--- src/rtl/pipe_decode_stage.sv ---
// Y86-64 pipelined decode stage: F->D register, register-ID decode, operand select and hazard control.
// Define PIPE_DECODE_FWD_EN for the E/M/W forwarding network; otherwise any pending writer stalls decode.
module pipe_decode_stage #(
   parameter int                DATA_W = 64,
   parameter int                RID_W  = 4,
   parameter logic [RID_W-1:0]  RSP_ID = 4
) (
   input  logic              clk,
   input  logic              rst_n,
   input  logic              f_valid,
   input  logic [3:0]        f_icode,
   input  logic [3:0]        f_ifun,
   input  logic [RID_W-1:0]  f_rA,
   input  logic [RID_W-1:0]  f_rB,
   input  logic [DATA_W-1:0] f_valC,
   input  logic [DATA_W-1:0] f_valP,
   input  logic              ext_stall,
   input  logic              e_mispredict,
   input  logic [3:0]        e_icode,
   input  logic [RID_W-1:0]  e_dstE,
   input  logic [RID_W-1:0]  e_dstM,
   input  logic [DATA_W-1:0] e_valE,
   input  logic [RID_W-1:0]  m_dstE,
   input  logic [DATA_W-1:0] m_valE,
   input  logic [RID_W-1:0]  m_dstM,
   input  logic [DATA_W-1:0] m_valM,
   input  logic [RID_W-1:0]  w_dstE,
   input  logic [DATA_W-1:0] w_valE,
   input  logic [RID_W-1:0]  w_dstM,
   input  logic [DATA_W-1:0] w_valM,
   output logic [RID_W-1:0]  rf_srcA,
   output logic [RID_W-1:0]  rf_srcB,
   input  logic [DATA_W-1:0] rf_valA,
   input  logic [DATA_W-1:0] rf_valB,
   output logic              d_valid,
   output logic [3:0]        d_icode,
   output logic [3:0]        d_ifun,
   output logic [DATA_W-1:0] d_valC,
   output logic [DATA_W-1:0] d_valA,
   output logic [DATA_W-1:0] d_valB,
   output logic [RID_W-1:0]  d_srcA,
   output logic [RID_W-1:0]  d_srcB,
   output logic [RID_W-1:0]  d_dstE,
   output logic [RID_W-1:0]  d_dstM,
   output logic              f_stall,
   output logic              e_bubble
);

   localparam logic [RID_W-1:0] RNONE  = '1;
   localparam logic [3:0]       I_NOP  = 4'd1;
   localparam logic [3:0]       I_JXX  = 4'd7;
   localparam logic [3:0]       I_CALL = 4'd8;
   localparam logic [3:0]       I_MRMV = 4'd5;
   localparam logic [3:0]       I_POP  = 4'd11;

   logic              vld_p0;
   logic [3:0]        icode_p0;
   logic [3:0]        ifun_p0;
   logic [RID_W-1:0]  ra_p0;
   logic [RID_W-1:0]  rb_p0;
   logic [DATA_W-1:0] valc_p0;
   logic [DATA_W-1:0] valp_p0;

   logic [RID_W-1:0]  srca, srcb, dste, dstm;
   logic [DATA_W-1:0] opa, opb;
   logic              hazard;
   logic              hold;

   function automatic logic hit(input logic [RID_W-1:0] src, input logic [RID_W-1:0] dst);
      return (src != RNONE) && (src == dst);
   endfunction

   // ---- F -> D register (p0) ----
   always_ff @(posedge clk) begin
      if (!rst_n || e_mispredict) begin
         vld_p0   <= 1'b0;
         icode_p0 <= I_NOP;
         ifun_p0  <= 4'd0;
         ra_p0    <= RNONE;
         rb_p0    <= RNONE;
         valc_p0  <= '0;
         valp_p0  <= '0;
      end else if (!hold) begin
         vld_p0   <= f_valid;
         icode_p0 <= f_icode;
         ifun_p0  <= f_ifun;
         ra_p0    <= f_rA;
         rb_p0    <= f_rB;
         valc_p0  <= f_valC;
         valp_p0  <= f_valP;
      end
   end

   // ---- decode (combinational from p0) ----
   always_comb begin
      srca = RNONE;
      srcb = RNONE;
      dste = RNONE;
      dstm = RNONE;
      case (icode_p0)
         4'd2:  begin srca = ra_p0;  dste = rb_p0; end
         4'd3:  dste = rb_p0;
         4'd4:  begin srca = ra_p0;  srcb = rb_p0; end
         4'd5:  begin srcb = rb_p0;  dstm = ra_p0; end
         4'd6:  begin srca = ra_p0;  srcb = rb_p0;  dste = rb_p0; end
         4'd8:  begin srcb = RSP_ID; dste = RSP_ID; end
         4'd9:  begin srca = RSP_ID; srcb = RSP_ID; dste = RSP_ID; end
         4'd10: begin srca = ra_p0;  srcb = RSP_ID; dste = RSP_ID; end
         4'd11: begin srca = RSP_ID; srcb = RSP_ID; dste = RSP_ID; dstm = ra_p0; end
         default: ;
      endcase
   end

`ifdef PIPE_DECODE_FWD_EN
   // Youngest producer wins; memory results beat ALU results within the M stage.
   function automatic logic [DATA_W-1:0] fwd(input logic [RID_W-1:0] src,
                                             input logic [DATA_W-1:0] rfval);
      if (hit(src, e_dstE))      return e_valE;
      else if (hit(src, m_dstM)) return m_valM;
      else if (hit(src, m_dstE)) return m_valE;
      else if (hit(src, w_dstM)) return w_valM;
      else if (hit(src, w_dstE)) return w_valE;
      return rfval;
   endfunction

   always_comb begin
      opa    = fwd(srca, rf_valA);
      opb    = fwd(srcb, rf_valB);
      hazard = vld_p0 && (e_icode == I_MRMV || e_icode == I_POP) &&
               (hit(srca, e_dstM) || hit(srcb, e_dstM));
   end
`else
   function automatic logic pending(input logic [RID_W-1:0] src);
      return hit(src, e_dstE) || hit(src, e_dstM) || hit(src, m_dstE) ||
             hit(src, m_dstM) || hit(src, w_dstE) || hit(src, w_dstM);
   endfunction

   logic unused_fwd;
   assign unused_fwd = ^{e_icode, e_valE, m_valE, m_valM, w_valE, w_valM};

   always_comb begin
      opa    = rf_valA;
      opb    = rf_valB;
      hazard = vld_p0 && (pending(srca) || pending(srcb));
   end
`endif

   assign hold     = ext_stall || hazard;
   assign f_stall  = hold;
   assign e_bubble = hazard || e_mispredict;

   assign rf_srcA  = srca;
   assign rf_srcB  = srcb;

   // ---- D -> E outputs, cleared when the slot is empty ----
   assign d_valid  = vld_p0;
   assign d_icode  = vld_p0 ? icode_p0 : 4'd0;
   assign d_ifun   = vld_p0 ? ifun_p0  : 4'd0;
   assign d_valC   = vld_p0 ? valc_p0  : '0;
   assign d_valA   = !vld_p0 ? '0 :
                     (icode_p0 == I_JXX || icode_p0 == I_CALL) ? valp_p0 : opa;
   assign d_valB   = vld_p0 ? opb  : '0;
   assign d_srcA   = vld_p0 ? srca : RNONE;
   assign d_srcB   = vld_p0 ? srcb : RNONE;
   assign d_dstE   = vld_p0 ? dste : RNONE;
   assign d_dstM   = vld_p0 ? dstm : RNONE;

endmodule

--- config.mk ---
export PLATFORM = sky130hd
export DESIGN_NAME = pipe_decode_stage
export DESIGN_NICKNAME = d
export VERILOG_FILES = /design/src/rtl/pipe_decode_stage.sv
export SDC_FILE = /design/constraint.sdc
export NUM_CORES = 1
export LEC_CHECK = 0
export ABC_CLOCK_PERIOD_IN_PS = 8300
export CORE_AREA = 2 2 336 338
export CTS_BUF_LIST = sky130_fd_sc_hd__clkbuf_4 sky130_fd_sc_hd__clkbuf_8 sky130_fd_sc_hd__clkbuf_16
export CTS_CLUSTER_DIAMETER = 40
export DETAILED_ROUTE_END_ITERATION = 16
export DIE_AREA = 0 0 338 340
export GPL_TIMING_DRIVEN = 0
export PLACE_DENSITY = 0.4
export SYNTH_ARGS = -nofsm -noshare
export SYNTH_HDL_FRONTEND = slang
export SYNTH_SLANG_ARGS = --single-unit
--- constraint.sdc ---
create_clock -name clk -period 8.3 [get_ports clk]
set_clock_uncertainty 0.15 [all_clocks]
set_input_delay 1.245 -clock clk [delete_from_list [all_inputs] [get_ports clk]]
set_output_delay 1.245 -clock clk [all_outputs]
set_load 0.05 [all_outputs]
==> metrics.md, run 1 <==
| Metric | Value |
|---|---|
| Post-synth ARST share | `0` |
| Ys Warns | `0` |
| Setup TNS | `0 ps` |
| Hold_sp | `valc_p0[46]$_SDFFE_PP0N_` |
| Max-Cap Viols | `0` |
| Area after DPL | `0.0160 sq mm` |
| Top cells by area, synth | `dfxtp_1 (33%), nand2_1 (18%), mux2i_1 (16%), and2_1 (9.7%), a21oi_1 (4.2%)` |
| R2r startpoint | `icode_p0[3]$_SDFFE_PP0N_` |
| IO buf count | `527` |
| Worst Setup Slack post-DPL | `around 2200 ps` |
| Worst-Margin Slew | `around 1200 ps` |
| Routed wire per std cell | `16.6 um` |
| Clock buffer depth | `2` |
| R2r worst-path depth | `12` |
| R2r setup slk | `4520 ps` |
| CTS clk-pin slew, worst paths | `about 80 ps` |
| Total GRT Usage | `0.0922` |
| DP Wirelength | `43.5 mm` |
| # rows | `123` |
| Peak Freq | `161 MHz` |
| Yosys reg bits | `between 100 and 150` |
| Die area | `around 0.11 sq mm` |
| Syn Nets | `1814` |
| Area leader, netlist | `dfxtp_1` |
| Worst Hold Depth | `2` |
| Setup violators final | `0` |
| Initial core utilization | `0.0789` |
| RSZ-0062 raised after global routing | `false` |
| Crit end category | `primary output` |
| Worst setup path class | `flip-flop to primary output` |
| I/O Pins | `around 850` |
| Arrival time at the worst endpoint | `4810 ps` |
| Top-count cell post-synth | `nand2_1` |
| Mapped Area | `0.00880 sq mm` |
| Grt ovf | `0` |
| First-pass GRT wire length | `between 70 and 80 mm` |
| Nets | `between 2000 and 2500` |
| Worst path required time | `approximately 7000 ps` |
| Relative slew slack | `0.188` |
| Layout cells sized above 1 | `0.0406` |
| DRT iter0 DRCs | `about 380` |
| Synth unique cells | `55` |
| Worst hold path type | `flip-flop to flip-flop` |
| Static leakage | `around 6 nW` |
| Clock Root Buffer | `clkbuf_16` |
| Via density per instance | `about 3` |
| Routed wire length | `between 50 and 60 mm` |
| Outcome | `finished, final reports clean` |
| DR pass1 iterations | `5` |
| CTS tree | `built` |
| H-tree levels | `4` |
| Antenna viol nets, final | `0` |
| GPL Wtd Cong | `0.759` |
| Seq/Total Area, Yosys | `0.330` |
| Area of the core | `0.112 sq mm` |
| Clk_lat worst skew | `490 ps` |
| R2r endpoint | `valp_p0[23]$_SDFFE_PP0N_` |
| CTS resizes | `0` |
| Commonest cells post-synth | `nand2_1 (421), dfxtp_1 (145), mux2i_1 (144), and2_1 (136), a21oi_1 (74)` |
| Synthesized instance count | `around 1200` |
| Number of synthesized flops with an enable pin | `0` |
| Ys flop type | `dfxtp_1` |
| Final hold vios | `0` |
| Slew Viols, Final | `0` |
| Via count | `roughly 10000` |
| Count of hold-fix buffers inserted at cts | `0` |
| Worst-path maximum fanout | `11` |
| Hold Path End | `valc_p0[46]$_SDFFE_PP0N_` |
| Avg Cell Area, Syn | `7.41 sq um` |
| Power, Total | `0.00202 W` |
| Num Clock Sinks | `approximately 150` |
| Post-synth top area share | `0.330` |
| Number of buffers added for setup after CTS | `0` |
| Die width | `338 um` |
| Worst setup SP type | `flip-flop` |
| Tcrit/Tclk final | `0.747` |
| Worst vdd ir | `approximately 110 uV` |
| Initial antenna violation count | `15` |
| Final min period | `between 6000 and 7000 ps` |
| Die Ht | `around 340 um` |
| CTS Buf Count | `17` |
| Area grow syn2layout | `88.8%` |
| Fin area | `around 0.017 sq mm` |
| Core Util, Final | `0.149` |
| Vias in the first global route | `between 10000 and 15000` |
| Setup ws final | `~2100 ps` |
| Pwr dens | `121 mW/mm^2` |
| DRC errors left | `0` |
| Pin count of the biggest net entering global routing | `17` |
==> power by group <==
group	internal [W]	total (W)	switching, W
Clock	0.000436	0.000847	0.000410
Sequential	0.000719	0.000732	0.0000127
Combinational	0.000215	0.000438	0.000223
Total	0.00137	0.00202	0.000646
==> stage by stage <==
stage / hold slack (ps) / cells
4_1_cts: 305 / 3249
2_1_floorplan: 280 / 1189
5_1_grt: 321 / 3251
3_3_place_gp: 289 / 3216
6_report: 301 / 3258
3_5_place_dp: 291 / 3217
==> registers in the layout, indices dropped and copies added, names as in the netlist <==
register  flops
d_valid       1
icode_p0      4
ifun_p0       4
ra_p0         4
rb_p0         4
valc_p0      64
valp_p0      64
==> final cells by class <==
class	instances	area, sq um
fillers	12800	95000
repair buffers	528	5300
diodes	9	22.5
flip-flops and latches	145	2900
clock inverters	14	163
inverters	25	93.8
clock buffers	18	439
multi-input cells	923	5360
plain buffers	96	464
well taps	1500	1880
==> worst max-delay path, stage by stage (launching register included) <==
cell and delay, ps:
dfxtp_1 380, buf_4 210, nand2b_2 240, buf_2 340
o31a_1 160, clkbuf_1 840, clkbuf_1 800, nand2_1 120
a21oi_1 300, clkdlybuf4s50_1 900
==> how the worst max path moves through the flow <==
stage	startpoint	endpoint	slack (ps)	cells past startpoint
finish	icode_p0[2]$_SDFFE_PP0N_	d_valA[9]	2100	9
global route	icode_p0[2]$_SDFFE_PP0N_	d_valA[7]	1550	9
CTS	icode_p0[2]$_SDFFE_PP0N_	d_valA[9]	1550	9
detailed placement	icode_p0[2]$_SDFFE_PP0N_	d_valA[9]	2160	9
global placement	icode_p0[2]$_SDFFE_PP0N_	d_valA[8]	930	8
floorplan	m_dstE[0]	e_bubble	3830	8
==> logic make-up after synthesis <==
logic type	count (synthesis)	share of synthesized area
flops	145	0.330
xor+xnor	28	0.0279
buf+inv	121	0.0634
simple gates	629	0.322
mux	144	0.164
compound gates	122	0.0935
==> per-layer routing <==
layer / routed length (um) / GRT usage
met5: 70 / 0
met4: 941 / 0.0287
met3: 4410 / 0.0303
met2: 24000 / 0.145
met1: 24500 / 0.119
==> placed cells by master (no fill, tap or decap), types with 3 or more instances in the layout <==
cell type and instances:
o21ai_0 3, mux2i_1 144, xor2_1 10, clkdlybuf4s50_1 527, nor2_1 31, nand3_1 5
xnor2_1 18, diode_2 9, and2_1 136, a221oi_1 5, nor4b_1 4, buf_4 11
o31ai_1 3, nand2_1 421, clkbuf_1 73, nor2b_1 3, inv_6 6, o32ai_4 3
o22ai_1 6, o311ai_0 3, clkbuf_16 17, buf_6 8, inv_1 23, a21o_1 4
inv_8 3, dfxtp_1 145, nand4_1 4, nor3_1 10, a21oi_1 74
Power figures use the tool's default switching activity.
==> run 2, diff against run 1 <==
- ABC_CLOCK_PERIOD_IN_PS: 8300 -> 5400
- CORE_AREA: 2 2 336 338 -> 2 2 333 335
- DIE_AREA: 0 0 338 340 -> 0 0 335 337
- PLACE_DENSITY: 0.4 -> 0.41
- clock period: 8.3 -> 5.4 ns (I/O delays scaled with it)
==> metrics.md, run 2 (same netlist as run 1, synthesis figures left out) <==
| Metric | Value |
|---|---|
| Clock buffer depth | `2` |
| IO buf count | `between 500 and 600` |
| Fin area | `around 0.017 sq mm` |
| I/O Pins | `approximately 850` |
| Crit end category | `primary output` |
| Most common cell after layout, fill and taps aside | `clkdlybuf4s50_1` |
| Worst path buffer plus inverter count | `5` |
| Routed wire per std cell | `17.6 um` |
| Peak Freq | `~200 MHz` |
| Slew Viols, Final | `0` |
| Worst setup path class | `flip-flop to primary output` |
| Pwr dens | `around 190 mW/mm^2` |
| Max-Cap Viols | `0` |
| Worst-Margin Slew | `around 1100 ps` |
| Outcome | `finished, final reports clean` |
| Nets | `around 2400` |
| CTS tree | `built` |
| M2 GR Usage | `0.152` |
| Num Clock Sinks | `approximately 150` |
| Crit path max-delay family | `buffers and inverters` |
| Clk_lat worst skew | `around 500 ps` |
| R2r startpoint | `icode_p0[2]$_SDFFE_PP0N_` |
| Met3 Use GR | `0.0369` |
| Die Ht | `around 340 um` |
| Worst-path maximum fanout | `10` |
| Via count | `~10000` |
| Antenna viol nets, final | `0` |
| Critical path, cell by cell | `buf_4 -> nand2b_2 -> clkbuf_4 -> o31a_1 -> clkbuf_2 -> clkbuf_1 -> nand2_1 -> a21oi_1 -> clkdlybuf4s50_1` |
| Largest registers | `valc_p0: 64 flops, valp_p0: 64 flops` |
| Routed wire length | `about 56 mm` |
| GRT busiest layer | `met2` |
| DRT iter0 DRCs | `405` |
| First-pass GRT wire length | `~77 mm` |
| Placed Cells | `~3100` |
| Slowest CP cell | `clkdlybuf4s50_1` |
| Worst vdd ir | `175 uV` |
| Finished Layout Cells | `about 3200` |
| Setup violators final | `0` |
| Initial core utilization | `0.0803` |
| DP Wirelength | `45.1 mm` |
| Worst Setup Slack post-DPL | `between 150 and 200 ps` |
| Worst setup SP type | `flip-flop` |
| Met1 Track Usage GR | `0.123` |
| Worst hold path type | `flip-flop to flip-flop` |
| DRC errors left | `0` |
| Tcrit/Tclk final | `0.942` |
| Total GRT Usage | `0.0974` |
| Die width | `335 um` |
| # rows | `approximately 120` |
| RSZ-0062 raised after global routing | `false` |
| Initial antenna violation count | `14` |
| Via density per instance | `approximately 3.1` |
| Grt ovf | `0` |
| Relative slew slack | `0.240` |
| CTS Buf Count | `17` |
| Area after DPL | `approximately 0.016 sq mm` |
| Area of the core | `~0.11 sq mm` |
| Vias in the first global route | `10300` |
| Crit. Startpoint | `icode_p0[2]$_SDFFE_PP0N_` |
| H-tree levels | `4` |
| DR pass1 iterations | `7` |
| CTS clk-pin slew, worst paths | `about 70 ps` |
| Hold WS | `~300 ps` |
| Clock Root Buffer | `clkbuf_16` |
| Count of hold-fix buffers inserted at cts | `0` |
| Area grow syn2layout | `88.1%` |
| Setup ws final | `about 310 ps` |
| Final min period | `~5100 ps` |
| Worst stage delay on the critical path | `~930 ps` |
| Hold_sp | `valc_p0[30]$_SDFFE_PP0N_` |
| GPL Wtd Cong | `around 0.80` |
| Most frequent cells in the layout | `clkdlybuf4s50_1 (526), nand2_1 (421), dfxtp_1 (145)` |
| Layout cells sized above 1 | `0.0467` |
| Pin count of the biggest net entering global routing | `17` |
| Arrival time at the worst endpoint | `between 4000 and 5000 ps` |
| Worst path required time | `about 4400 ps` |
| Die area | `0.113 sq mm` |
| Final hold vios | `0` |
| Power, Total | `around 0.0031 W` |
| Static leakage | `between 6 and 7 nW` |
[run 2: cell count changes in the layout (fill, tap and decap cells not counted), sizes merged]
cell           delta
clkbuf            +2
diode             -7
clkdlybuf4s50     -1
dlygate4sd2       +1
buf               +4
[run 2: cell type report]
class	instances	area, sq um
fill	12500	93000
multi-input combinational	923	5370
timing repair buffer	534	5360
sequential	145	2900
tap	1426	1780
buffer	96	473
clock buffer	18	439
clock inverter	14	143
inverter	25	93.8
antenna	2	5.00
[run 2: metal layers]
layer / part of all wire / wire (um)
met1: 0.46 / 25600
met2: 0.44 / 24700
met3: 0.085 / 4770
met4: 0.017 / 947
met5: 0.00091 / 51
[run 2: stage by stage]
step           setup TNS [ps]   util
2_1_floorplan               0      -
3_3_place_gp           -73970  0.145
3_5_place_dp                0  0.145
4_1_cts                     0  0.150
5_1_grt                     0  0.151
6_report                    0  0.151
[run 2: repair_timing]
item,CTS,global route
resized for setup,4,3
endpoints found under the setup margin,11,2
cloned,0,0
buffers inserted,0,6
pin swaps,0,2
[run 2: path summary, 6_finish.rpt]
kind,end,slack (ps),depth (start not counted)
setup reg to reg,valp_p0[33]$_SDFFE_PP0N_,1820,14
hold / removal,valc_p0[30]$_SDFFE_PP0N_,300,2
hold reg to reg,valc_p0[30]$_SDFFE_PP0N_,300,2
setup / recovery,d_valA[33],310,9
[run 2: where the power goes]
group / internal, W / leakage [nW] / total [W] / switching, W
logic: 0.000333 / 4.57 / 0.000678 / 0.000345
clock network: 0.000664 / 0.294 / 0.00131 / 0.000644
registers: 0.00111 / 1.18 / 0.00113 / 0.0000196
total: 0.00210 / 6.05 / 0.00311 / 0.00101
[run 2: worst register-to-register path, cell delays in order, from the launching register on]
cell and delay (ps):
dfxtp_1 370, buf_4 210, and2b_2 220, nand2_2 150
o21ai_4 270, inv_1 100, a221oi_1 310, o31ai_1 140
nor3_2 210, nor3_1 80, a311oi_1 280, buf_4 310
buf_6 280, buf_6 230, mux2i_1 200
==> run 3, diff against run 2 <==
- PLACE_DENSITY: 0.41 -> unset
- PLACE_DENSITY_LB_ADDON: unset -> 0.12
==> metrics.md, run 3 (same netlist as run 1, synthesis figures left out) <==
| Metric | Value |
|---|---|
| Outcome | `finished, final reports clean` |
| Most frequent cells in the layout | `clkdlybuf4s50_1 (526), nand2_1 (421), dfxtp_1 (145)` |
| Total GRT Usage | `0.0958` |
| Worst hold path type | `flip-flop to flip-flop` |
| Arrival time at the worst endpoint | `4180 ps` |
| Placed Cells | `approximately 3100` |
| Clk pwr share | `0.403` |
| Largest registers | `valc_p0: 64 flops, valp_p0: 64 flops` |
| Gate power share | `0.224` |
| Relative slew slack | `0.0917` |
| Max-Cap Viols | `0` |
| Routed wire per std cell | `~17 um` |
| Area of the core | `around 0.11 sq mm` |
| Power, Total | `just over 0.003 W` |
| Area grow syn2layout | `88.3%` |
| Die area | `0.113 sq mm` |
| Die width | `around 340 um` |
| Worst vdd ir | `roughly 210 uV` |
| Crit end category | `primary output` |
| Setup violators final | `0` |
| DP Wirelength | `around 45 mm` |
| Worst path required time | `around 4400 ps` |
| Switch share | `0.310` |
| RSZ-0062 raised after global routing | `false` |
| Vias in the first global route | `approximately 11000` |
| Finished Layout Cells | `3184` |
| Num Clock Sinks | `roughly 150` |
| Multi-input logic area | `about 0.0054 sq mm` |
| Fin area | `roughly 0.017 sq mm` |
| Routed wire length | `~55 mm` |
| Nets | `approximately 2400` |
| Hold WS | `a little over 300 ps` |
| Final min period | `slightly above 5000 ps` |
| Clock Root Buffer | `clkbuf_16` |
| DRT iter0 DRCs | `503` |
| I/O Pins | `about 850` |
| Internal | `roughly 0.0021 W` |
| Worst setup SP type | `flip-flop` |
| CTS tree | `built` |
| Flop pwr share | `0.374` |
| Grt ovf | `0` |
| Most common cell after layout, fill and taps aside | `clkdlybuf4s50_1` |
| IO buf count | `~530` |
| Antenna viol nets, final | `0` |
| Initial core utilization | `0.0803` |
| Clk_lat worst skew | `490 ps` |
| Via count | `around 10000` |
| DRC errors left | `0` |
| Static leakage | `6.04 nW` |
| Net Switching | `between 0.0009 and 0.001 W` |
| GPL Wtd Cong | `0.784` |
| Pwr dens | `182 mW/mm^2` |
| Layout cells sized above 1 | `0.0484` |
| CTS Buf Count | `17` |
| Worst-Margin Slew | `around 1400 ps` |
| Slew Viols, Final | `0` |
| Worst-path maximum fanout | `10` |
| Clock buffer depth | `2` |
| Via density per instance | `about 3.2` |
| Pin count of the biggest net entering global routing | `17` |
| First-pass GRT wire length | `roughly 77 mm` |
| # rows | `122` |
| Count of hold-fix buffers inserted at cts | `0` |
| Area after DPL | `around 0.016 sq mm` |
| DR pass1 iterations | `7` |
| Worst setup path class | `flip-flop to primary output` |
| H-tree levels | `4` |
| Seq. cell area | `0.00290 sq mm` |
| Final hold vios | `0` |
| Setup TNS | `0 ps` |
| Die Ht | `between 300 and 400 um` |
| Initial antenna violation count | `15` |
| Peak Freq | `between 150 and 200 MHz` |
| CTS clk-pin slew, worst paths | `roughly 70 ps` |
| Fill count | `approximately 13000` |
| Tcrit/Tclk final | `0.952` |
[run 3: power groups by stage]
stage	registers, W	logic, W	clock network, W
after floorplan	0.00114	0.000298	0
after global placement	0.00115	0.000680	0
after detailed placement	0.00115	0.000682	0
after CTS	0.00113	0.000688	0.00130
after global routing	0.00113	0.000728	0.00132
final	0.00113	0.000674	0.00121
[run 3: worst paths after layout]
path / to / cells past startpoint / slack (ps) / startpoint
worst max register to register: valp_p0[0]$_SDFFE_PP0N_ / 12 / 1540 / icode_p0[2]$_SDFFE_PP0N_
worst min register to register: valc_p0[27]$_SDFFE_PP0N_ / 2 / 300 / valc_p0[27]$_SDFFE_PP0N_
worst min-delay path: valc_p0[27]$_SDFFE_PP0N_ / 2 / 300 / valc_p0[27]$_SDFFE_PP0N_
worst max-delay path: f_stall / 13 / 260 / icode_p0[2]$_SDFFE_PP0N_
[run 3: worst max-delay path, stage by stage, from the launching register on]
cell and delay [ps]:
dfxtp_1 380, buf_4 200, o21bai_2 150, o32ai_4 650, xnor2_1 190, nor4_1 80, a41oi_1 240, nand4_1 240
a311oi_2 430, buf_4 240, buf_6 210, buf_6 200, inv_2 40, dlygate4sd2_1 420
[run 3: area by class of cell]
| type | count | share of cell area |
|---|---|---|
| well taps | 1426 | 0.108 |
| repair buffers | 537 | 0.325 |
| clock inverters | 12 | 0.00672 |
| multi-input cells | 923 | 0.324 |
| inverters | 25 | 0.00566 |
| plain buffers | 96 | 0.0285 |
| diodes | 1 | 0.000151 |
| clock buffers | 19 | 0.0266 |
| flip-flops and latches | 145 | 0.175 |
[run 3: per-stage QoR]
step                 util  worst slack, ps
CTS                 0.150             43.0
global placement    0.145            -1020
floorplan               -             1650
finish              0.151              257
global route        0.151             18.7
detailed placement  0.145            -19.5
[run 3: repair_timing]
action / in CTS / in global routing
pin swaps: 1 / 2
endpoints found under the setup margin: 1 / 1
gates cloned: 0 / 0
gates resized for setup: 5 / 6
setup buffers: 3 / 6
[run 3: per-layer routing]
layer / wire, um / vias up / track usage
met5: 120 / - / 0
met4: 696 / 20 / 0.0259
met3: 4490 / 49 / 0.0355
met2: 26600 / 408 / 0.161
met1: 23500 / 4741 / 0.114
li1: - / 4970 / -
